[config.mk]
export PLATFORM = sky130hd
export DESIGN_NAME = pla_core
export DESIGN_NICKNAME = d
export VERILOG_FILES = /design/src/rtl/pla_core.sv
export SDC_FILE = /design/constraint.sdc
export NUM_CORES = 1
export LEC_CHECK = 0
export CORE_UTILIZATION = 55
export DETAILED_ROUTE_END_ITERATION = 7
export PLACE_DENSITY = 0.74
export SYNTH_ARGS = -nofsm -noshare
export SYNTH_HDL_FRONTEND = slang
export SYNTH_SLANG_ARGS = --single-unit
[constraint.sdc]
create_clock -name clk -period 3.6 [get_ports clk]
set_clock_uncertainty 0.05 [all_clocks]
set_input_delay 0.36 -clock clk [delete_from_list [all_inputs] [get_ports clk]]
set_output_delay 0.36 -clock clk [all_outputs]
set_load 0.02 [all_outputs]
[src/rtl/pla_core.sv]
// rtl/pla_core.sv - registered 3-input / 4-output field-programmable logic array
module pla_core (
  output logic       A,
  output logic       B,
  output logic       C,
  output logic       D,
  input  logic       x,
  input  logic       y,
  input  logic       z,
  input  logic       clk,
  input  logic       rst,
  input  logic       cfg_we,
  input  logic       cfg_sel,
  input  logic [2:0] cfg_addr,
  input  logic [7:0] cfg_wdata
);

  logic [6:0] and_plane [8];
  logic [7:0] or_plane  [4];
  logic [5:0] literals;
  logic [7:0] products;
  logic [3:0] funcs;

  // Default term i: enabled, one literal of each pair chosen by the bits of i.
  function automatic logic [6:0] minterm_term(input logic [2:0] idx);
    minterm_term = {1'b1,
                    idx[2] ? 2'b10 : 2'b01,
                    idx[1] ? 2'b10 : 2'b01,
                    idx[0] ? 2'b10 : 2'b01};
  endfunction

  assign literals = {x, ~x, y, ~y, z, ~z};

  // Unselected literals are forced high so an enabled empty term is 1.
  always_comb begin
    products = '0;
    for (int i = 0; i < 8; i++) begin
      products[i] = and_plane[i][6] & (&(~and_plane[i][5:0] | literals));
    end
  end

  always_comb begin
    funcs = '0;
    for (int k = 0; k < 4; k++) begin
      funcs[k] = |(or_plane[k] & products);
    end
  end

  always_ff @(posedge clk or posedge rst) begin
    if (rst) begin
      for (int i = 0; i < 8; i++) begin
        and_plane[i] <= minterm_term(3'(i));
      end
      or_plane[0] <= 8'h56;
      or_plane[1] <= 8'hC3;
      or_plane[2] <= 8'h44;
      or_plane[3] <= 8'hAE;
      A <= 1'b0;
      B <= 1'b0;
      C <= 1'b0;
      D <= 1'b0;
    end else begin
      if (cfg_we) begin
        if (cfg_sel) begin
          or_plane[cfg_addr[1:0]] <= cfg_wdata;
        end else begin
          and_plane[cfg_addr] <= cfg_wdata[6:0];
        end
      end
      A <= funcs[0];
      B <= funcs[1];
      C <= funcs[2];
      D <= funcs[3];
    end
  end

endmodule

==> results of run 1 <==
## kinds of logic after synthesis
logic type / Yosys count / share of synthesized area
muxes: 109 / 0.2974
AOI/OAI and AO/OA: 11 / 0.02193
DFF: 92 / 0.5668
buffers and inverters: 19 / 0.02493
and+or+nand+nor: 61 / 0.08892
## flip-flops by register name, indices dropped and copies added, names as in the netlist
signal and flops:
and_plane 56, or_plane 32, A 1, B 1, C 1, D 1
## per-layer routing
layer	share of wire	vias up	routed length, microns
met5	0	-	0
met4	0.012	0	101
met3	0.033	6	274
met2	0.46	45	3828
met1	0.50	1231	4203
li1	-	1108	-
## worst paths after layout
check	slack, ps	end	cells past startpoint
worst max-delay path	1430	B	5
worst min-delay path	360	and_plane[36]	2
worst max register to register	1840	B	4
worst min register to register	450	B	2
max in group asynchronous	2380	or_plane[2]	3
min in group clk	450	B	2
## worst max-delay path: cells and delay by family
kind | cells | cell delay, ps
AOI/OAI and AO/OA | 1 | 550
muxes | 1 | 190
and+or+nand+nor | 2 | 420
buffers and inverters | 1 | 820
## metrics by stage
step	setup WS, ps	instances	hold WS (ps)	util
after global placement	1121	396	416.7	0.6067
after global routing	1264	412	426.8	0.6301
after CTS	1473	412	366.1	0.6301
final	1429	412	362.3	0.6301
after floorplan	875.8	292	395.9	-
after detailed placement	1092	396	421.1	0.6067
## area by class of cell
| cell class | count | area share |
|---|---|---|
| Sequential cell | 92 | 0.5139 |
| Multi-Input combinational cell | 181 | 0.3701 |
| Timing Repair Buffer | 22 | 0.05011 |
| Clock buffer | 12 | 0.03159 |
| Tap cell | 99 | 0.02696 |
| Clock inverter | 4 | 0.005447 |
| Inverter | 2 | 0.001906 |
## power breakdown
group / leakage [nW] / internal, mW / switching (mW)
sequential: 1.04 / 1.36 / 0.125
combinational: 0.757 / 0.308 / 0.251
clock: 0.0824 / 0.268 / 0.345
total: 1.88 / 1.94 / 0.721
## cells in the final DEF (no fill, tap or decap), types with 4 or more instances in the layout
master and n:
mux2_4 7, mux2_2 90, nor4_1 12, mux2i_1 12, dfrtp_1 45, a2111oi_0 4
nand2_1 21, a22oi_1 4, clkbuf_8 10, clkdlybuf4s50_1 21, nand4_1 9, dfstp_2 47
==> results summary, run 1 <==
The flow ran to the end, and the final reports show no timing, DRC or antenna violations. The half-perimeter wire length after detailed placement came out at 5792 microns. Summed over all layers, the routed wires come to 8407 microns. Max-cap violations in this run came to 0. The post-placement cell area came out at 4424 sq um. The first detailed-routing pass ran for 4 iterations. For the pin with the worst max-slew slack, the measured transition is 686.5 ps.

The post-CTS setup buffer count came out at 0. The layout filler cell count is 591. The final count of hold timing violations is 0. The met1 track demand over resource is 0.3512.

The initial utilization of the core area, before any placement, comes to 0.5712. Synthesis produced a netlist whose cell count is 292. The maximum clock frequency is 0.4607 GHz. The worst stage delay on the critical path came out at 820 ps. dfstp_2 takes more of the synthesized area than any other cell.

The number of flops mapped to enable cells by yosys is 0. The initial antenna violation count was 0. The total routing resource utilization after global routing came out at 0.2438.

The fraction of synthesized cell area taken by the top area cell type came out at 0.2965. STA classifies the critical path endpoint as a register. The average via count per standard cell came out at 5.801. In this run the critical register-to-register path is launched from and_plane[51]. The later pin in the worst-skew pair is clocked with a latency of 350 ps. For this run, the register share of the synthesized area comes to 0.5668. The required time of the worst setup path came out at 3760 ps. In the post-synthesis netlist, the biggest area contributors are dfstp_2, dfrtp_1, mux2_2. Dividing the final minimum period by the clock period gives 0.6029. The count of port buffers added during placement is 21. Traced cell by cell, the critical path runs through clkdlybuf4s50_1 -> mux2i_1 -> and4_1 -> a2111oi_0 -> nand4_1.

The design draws 2.662 mW. In this run the vertical extent of the chip is 89.03 microns. The global-route track usage on met3 came out at 0.04524. The critical path in this run is classified as input port to register. The number of warnings printed during yosys synthesis is 0.

The final weighted congestion in routability-driven placement came out at 0.8569. The final count of negative-setup-slack endpoints is 0. After global routing, the most crowded layer is met2. The number of buffers inserted for hold repair after clock tree synthesis is 0. The worst hold path class is input port to asynchronous set/reset pin. The detail route stage leaves a number of antenna-violating nets equal to 0. Across all layers, the routed design uses 2390 vias. The most instantiated flip-flop cell in the synthesis netlist is dfstp_2. For the final routed database, the setup TNS stands at 0 ps. The synthesized net count is 310.

The post-CTS resize count is 0. The total core area came out at 7292 sq um. In this run the worst setup path begins at y. The total area of sequential cells is 2361 sq um. The tree is rooted in a clkbuf_8. The area growth from synthesis to layout is 10.30%. The number of slew-limit violations in the final report is 0. The highest ir drop seen on vdd came out at 0.2567 mV. The finished cells cover 4594 sq um. The max-slew headroom at the worst pin came out at 0.5418. The H-tree was split into 3 levels. The per-instance average area after synthesis came out at 14.26 sq um. The analysis attributes to cell leakage a power of 1.881 nW. The number of rows created at floorplan is 31.

The number of global-route vias before repair is 2418. The tree built by TritonCTS fans out to 92 sinks. The most common cell in the synthesized netlist is mux2_2. The total congestion overflow after global routing is 0. In this run, CTS created clock tree buffers numbering 9. The fraction of layout cells with a size suffix above 1 is 0.5272. Along the worst path, the maximum fanout reaches 9. Entering global routing, the biggest net connects 55 pins.

The distinct cell type count after synthesis is 29. The detailed-route DRC error count is 0. The multi-input combinational cells in the finished layout cover a total of 1700 sq um.

The final critical delay including setup and external delays is 2171 ps. At the end of the flow, the number of nets in the layout was 326. In this run the count of I/O pins placed on the die edge is 22.

The number of antenna diodes came out at 0. The detail-routed net length per standard cell came out at 20.41 microns. For this block, the initial DRC count from the detailed router was 148. The total power divided by cell area is 579.5 nW/um^2. The arrival time at the worst endpoint came out at 2330 ps. The area of the die is 7925 sq um. The flop and latch count out of synthesis came out at 92. Summing every instance area after synthesis gives 4165 sq um. The share of synthesized flip-flops with an asynchronous set or reset came out at 1.000. The largest individual stage delay along the critical path comes from the cell clkdlybuf4s50_1. The first-pass GRT wire length came out at 13650 microns. In the global route stage, met2 resource usage came out at 0.3678. The clock passes through at most 2 buffers. TritonCTS built the clock tree. The worst setup path is launched from an input port.

The floorplan step set the die width to 89.03 microns. By count the netlist is led by mux2_2, dfstp_2, dfrtp_1. The clock-pin slew reported for the worst setup and hold paths after clock tree synthesis came out at 90 ps. Setup repair after global routing left no endpoint under its margin.
Note: power is estimated with default switching activity, not from simulation.
==> run 2: changes to the inputs <==
- clock period: 3.6 -> 2.1 ns (I/O delays scaled with it)
==> results summary, run 2 (same netlist as run 1, synthesis figures left out) <==
The critical path contains buffers and inverters numbering 0 combined. The post-CTS setup buffer count came out at 0. The number of instances in the placed design is 409. The area of all placed cells without fillers is 4775 sq um.

The path class of the tightest hold or removal check is input port to asynchronous set/reset pin. Once the clock tree was built, the resizer swapped 0 gates to a different size. The clock-pin slew reported for the worst setup and hold paths after clock tree synthesis is 90 ps.

The first-pass iteration count of the detailed router came out at 4. The number of buffers created by CTS is 9. The first global-routing pass estimated 13610 microns of wire. The startpoint kind of the worst setup timing path is a register. After clock tree synthesis, the flow added hold-fix buffers numbering 0. Entering global routing, the biggest net connects 45 pins. The CTS sink count came out at 92.

The area overhead of the layout relative to synthesis is 14.63%. The count of port buffers added during placement came out at 21. The clock tree buffer depth came out at 2. Setup repair after global routing left no endpoint under its margin. Once layout is complete, the cells apart from fillers number 425. The total wire length after detailed routing is 8508 microns.

The depth of the critical timing path with buffers and inverters included is 4. The total core area came out at 7292 sq um. The ratio of final minimum period to clock period came out at 0.8807. The final weighted congestion in routability-driven placement is 0.8883. The die span in x is 89.03 microns. The footprint of the multi-input gates came out at 1700 sq um.

The post-placement cell area came out at 4549 sq um. The final total power is 4.841 mW. For this run, the total global-route usage over all layers was measured as 0.2418. The share of the core filled with cells came out at 0.6548.

Across the run, the number of max-cap violations was 0. The setup total negative slack came out at 0 ps. The max-slew headroom at the worst pin came out at 0.5719. The sequential power share came out at 0.528. The initial antenna violation count is 0. The number of slew-limit violations in the final report is 0.

The clock insertion delay at the later pin of the skew report is 350 ps. The worst setup path is captured at a register. In this run the power density over the cells is 1014 nW/um^2. After the first detailed-routing iteration, the DRC count stood at 108. Measured along the y axis, the die boundary spans 89.03 microns. The number of rows created at floorplan is 31.

The net switching power came out at 1.256 mW. The final critical delay including setup and external delays is 1849 ps. After global routing the overflow that remains totals 0. The internal power came out at 3.586 mW.

The post-route antenna net violation count came out at 0. The worst-case setup slack after placement is -81.66 ps. Walking the worst path, the cells encountered are mux2i_1 -> and4_1 -> a2111oi_0 -> nand4_1.

The fraction of layout cells with a size suffix above 1 came out at 0.5521. The layout filler cell count is 546. Data on the critical path is required at its endpoint by 2260 ps. The net count of the finished layout is 339. The run finished with clean final reports.

The worst stage delay on the critical path came out at 600 ps. The least setup slack across all paths after layout came out at 250.6 ps. Of the total power, the share spent switching nets is 0.2594.

The share of total power in the clock network is 0.270. The flip-flop count of the largest register, all copies and words added came out at 56. The maximum level of the CTS H-tree came out at 3. and_plane holds more flip-flops than any other register. The final count of negative-setup-slack endpoints is 0. The count of vias placed by the detailed router came out at 2468. For this configuration, the core starts out at a cell density of 0.5712. The slowest stage of the critical path is the a2111oi_0 cell.

The average via count per standard cell is 5.807. The arrival time at the worst endpoint came out at 2010 ps. In this run the static leakage power is 1.982 nW. The maximum clock frequency is 0.5407 GHz. The repair_antennas step left the layout with diodes totalling 0.

Across the VDD grid, the largest voltage drop is 0.5059 mV. At the pin with the least slew margin, the transition time is 640.1 ps. The worst register-to-register path has a depth of 4.

The cell at the root of the clock tree is clkbuf_8. The detail-routed net length per standard cell is 20.02 microns. The worst setup path is of the register to register kind. The final count of hold timing violations is 0.

In the routed design, unresolved DRC markers number 0. Detailed placement finished with a half-perimeter wire length of 5921 microns. Summing all flip-flop and latch instances after layout gives 2361 sq um.

Leaving out fill and tap cells, the most frequent cells in the layout are mux2_2, dfstp_2, dfrtp_1, nand2_1, clkdlybuf4s50_1. The number of top-level design ports came out at 22. In this run the worst path has a maximum fanout of 4. The part of the power in combinational logic is 0.201. The number of global-route vias before repair came to 2555. The final-layout worst hold slack came out at 165.4 ps.

The family of cells with the greatest summed delay on the critical path is compound AO/OA/AOI/OAI gates. In the final layout, the registers with the most flip-flops are and_plane (56), or_plane (32). The area of the die came out at 7925 sq um. TritonCTS built the clock tree. The most frequent standard cell in the layout excluding fill and tap cells is mux2_2.
## run 2: cell count changes in the layout (fill, tap and decap cells not counted)
cell / change
buf_12: +2
buf_4: +11
bufinv_16: +2
clkbuf_1: -2
clkinv_2: -1
clkinv_4: +2
clkinvlp_4: -1
## run 2: power groups by stage
stage          logic [mW]  registers (mW)  clock network (mW)
2_1_floorplan       0.673            2.55                   0
3_3_place_gp        0.942            2.57                   0
3_5_place_dp        0.979            2.58                   0
4_1_cts             0.982            2.56                1.34
5_1_grt              1.06            2.61                1.41
6_report            0.975            2.56                1.31
## run 2: layout make-up
class / instances / area share
clock inverter: 6 / 0.01834
tap: 99 / 0.02594
clock buffer: 10 / 0.02883
sequential: 92 / 0.4945
timing repair buffer: 35 / 0.07390
multi-input combinational: 181 / 0.3561
inverter: 2 / 0.002358
## run 2: per-layer routing
| metal | global-route usage | up-vias | share of wire |
|---|---|---|---|
| met1 | 0.3209 | 1278 | 0.46 |
| met4 | 0.07359 | 0 | 0.014 |
| met3 | 0.05910 | 14 | 0.032 |
| met5 | 0 | - | 0 |
| li1 | - | 1130 | - |
| met2 | 0.3972 | 46 | 0.49 |
## run 2: path summary, 6_finish.rpt
| path | startpoint | end | slack, ps |
|---|---|---|---|
| max | and_plane[51] | C | 250 |
| min | rst | and_plane[17] | 170 |
| max reg2reg | and_plane[51] | C | 250 |
| min reg2reg | and_plane[45] | and_plane[45] | 460 |
| max in group asynchronous | rst | or_plane[5] | 1220 |
| min in group clk | and_plane[45] | and_plane[45] | 460 |
## run 2: worst register-to-register path, stage by stage, from the launching register on
cell and delay [ps]:
dfstp_2 530, mux2i_1 90, and4_1 250, a2111oi_0 600
nand4_1 170
==> run 3: changes to the inputs <==
- CORE_ASPECT_RATIO: unset -> 1.5
- GPL_ROUTABILITY_DRIVEN: unset -> 0
==> results summary, run 3 (same netlist as run 1, synthesis figures left out) <==
The run finished with clean final reports. The arrival time at the worst endpoint is 2030 ps. Counting I/O delays and the setup requirement, the final critical path takes 1783 ps. The final count of negative-setup-slack endpoints is 0. Of the available clock period, the critical path in the final layout requires 0.8493. The detailed-route DRC error count is 0.

The post-route antenna net violation count came out at 0. The post-CTS resize count is 0. The number of global-route vias before repair is 2610. The maximum fanout count along the critical path came out at 5. The total congestion overflow after global routing is 0. The half-perimeter wire length after detailed placement came out at 5982 microns. The max-slew headroom at the worst pin came out at 0.6036. At the pin with the least slew margin, the transition time is 592.8 ps. Buffers inserted during clock tree synthesis total 9.

The clock insertion delay at the later pin of the skew report came out at 370 ps. The share of total power in the clock network is 0.254. Leaving out fill and tap cells, the most frequent cell in the layout is mux2_2.

The final count of hold timing violations came out at 0. After clock tree synthesis, the clock-pin slew on the worst setup and hold paths is 90 ps. The switching part of the total power is 0.2639.

Once the clock tree was built, the setup fixing pass inserted 0 buffers. In the final layout, the registers with the most flip-flops are and_plane (56), or_plane (32). The final route contains 2486 vias. After clock tree synthesis, the flow added hold-fix buffers numbering 0.

The least setup slack across all paths after layout came out at 316.5 ps. Dividing the detail-routed wire length by the instance count gives 20.49 microns. The tree is rooted in a clkbuf_8.

The flip-flop count of the largest register, all copies and words added is 56. The worst setup path is launched from an input port. The total power divided by cell area came out at 998.9 nW/um^2.

Across every metal layer, demand over resource in global routing totals 0.2497. For this run, the share of the core covered by cells in the final layout is 0.6527. The maximum level of the CTS H-tree came out at 3.

The path class of the tightest hold or removal check is input port to asynchronous set/reset pin. The endpoint identified for the worst register-to-register timing path is B. Across all register-to-register paths, the minimum setup slack is 400 ps.

Before CTS, the worst setup slack after placement is -61.28 ps. The layout has 556 filler cells. The analysis attributes to cell leakage a power of 1.969 nW. The setup total negative slack is 0 ps. In this run the worst setup path begins at z. The maximum clock frequency is 0.5607 GHz.

The initial antenna violation count was 0. The number of rows created at floorplan came out at 38. In this run the worst setup path terminates at B. After floorplanning, the core was sized to cover 7274 sq um.

The die covers 7932 sq um. The cell count of the worst reg-to-reg path came out at 4. The internal power is 3.492 mW. The part of the power in combinational logic is 0.204. The net count of the finished layout came out at 340.

The CTS sink count is 92. The die span in x is 73.06 microns. In the routed layout, each cell is associated on average with a via count of 5.822. The count of buffers added on input and output ports is 21. The number of slew-limit violations in the final report came out at 0.

The highest ir drop seen on vdd came out at 0.5858 mV. The fraction of layout cells with a size suffix above 1 came out at 0.5505. The net switching power came out at 1.252 mW. In the layout the commonest cells are mux2_2, dfstp_2, dfrtp_1, nand2_1, clkdlybuf4s50_1.

For the worst setup path, the data required time is 2350 ps. The clock tree buffer depth is 2. The initial cell density of the core is 0.5726.

TritonCTS built the clock tree. The origin of the critical flop-to-flop path is and_plane[51]. The first-pass iteration count of the detailed router came out at 6. The number of antenna diodes is 0. The number of max-capacitance violations reported came out at 0.

The sequential power share came out at 0.542. The number of top-level design ports came out at 22. STA classifies the critical path endpoint as a register. The first-pass GRT wire length came out at 14010 microns. Counting flops per register, the top entry is and_plane. The area overhead of the layout relative to synthesis came out at 14.00%. The final total power came out at 4.743 mW. The critical path is of the input port to register type. Setup repair after global routing left no endpoint under its margin. The height of the die came out at 108.6 microns. The largest net degree at the start of global routing is 93. For this block, the initial DRC count from the detailed router was 125.

The final-layout worst hold slack is 243.0 ps. The total wire length after detailed routing came out at 8750 microns.
-- run 3: cell count changes in the layout (fill, tap and decap cells not counted) --
cell	delta
clkbuf_1	+1
clkinvlp_4	+1
clkinv_4	-2
buf_4	+2
buf_12	-1
bufinv_16	-1
clkbuf_8	+1
-- run 3: metrics by stage --
step                instances  cell area, sq um
floorplan                 292              4169
global placement          411              4546
detailed placement        411              4546
CTS                       427              4748
global route              427              4748
finish                    427              4748
-- run 3: power by group through the flow --
stage / logic, mW / clock network [mW] / registers, mW
2_1_floorplan: 0.673 / 0 / 2.55
6_report: 0.968 / 1.21 / 2.57
5_1_grt: 1.05 / 1.31 / 2.62
3_3_place_gp: 0.943 / 0 / 2.59
3_5_place_dp: 0.976 / 0 / 2.60
4_1_cts: 0.978 / 1.23 / 2.57
-- run 3: routing by layer --
metal	routed length [microns]	part of all wire	global-route usage
met1	3824	0.44	0.3230
met2	4440	0.51	0.4087
met3	232	0.027	0.02796
met4	253	0.029	0.1317
met5	0	0	0
-- run 3: how the worst min path moves through the flow --
stage	endpoint	slack, ps	cells past startpoint
CTS	and_plane[36]	290	3
detailed placement	B	430	2
floorplan	or_plane[15]	310	1
global route	and_plane[36]	310	3
finish	and_plane[36]	240	3
global placement	B	410	2
-- run 3: final cells by class --
type | count | area (sq um) | share of cell area
timing repair buffer | 36 | 347.8 | 0.07325
clock inverter | 4 | 47.55 | 0.01001
sequential | 92 | 2361 | 0.4972
tap | 100 | 125.1 | 0.02635
inverter | 2 | 11.26 | 0.002372
clock buffer | 12 | 155.1 | 0.03267
multi-input combinational | 181 | 1700 | 0.3581
-- run 3: worst max-delay path: stages --
cell and delay, ps:
clkdlybuf4s50_1 670, buf_4 210, mux2_2 390, nor4_1 310
a2111oi_0 120, nand4_1 120
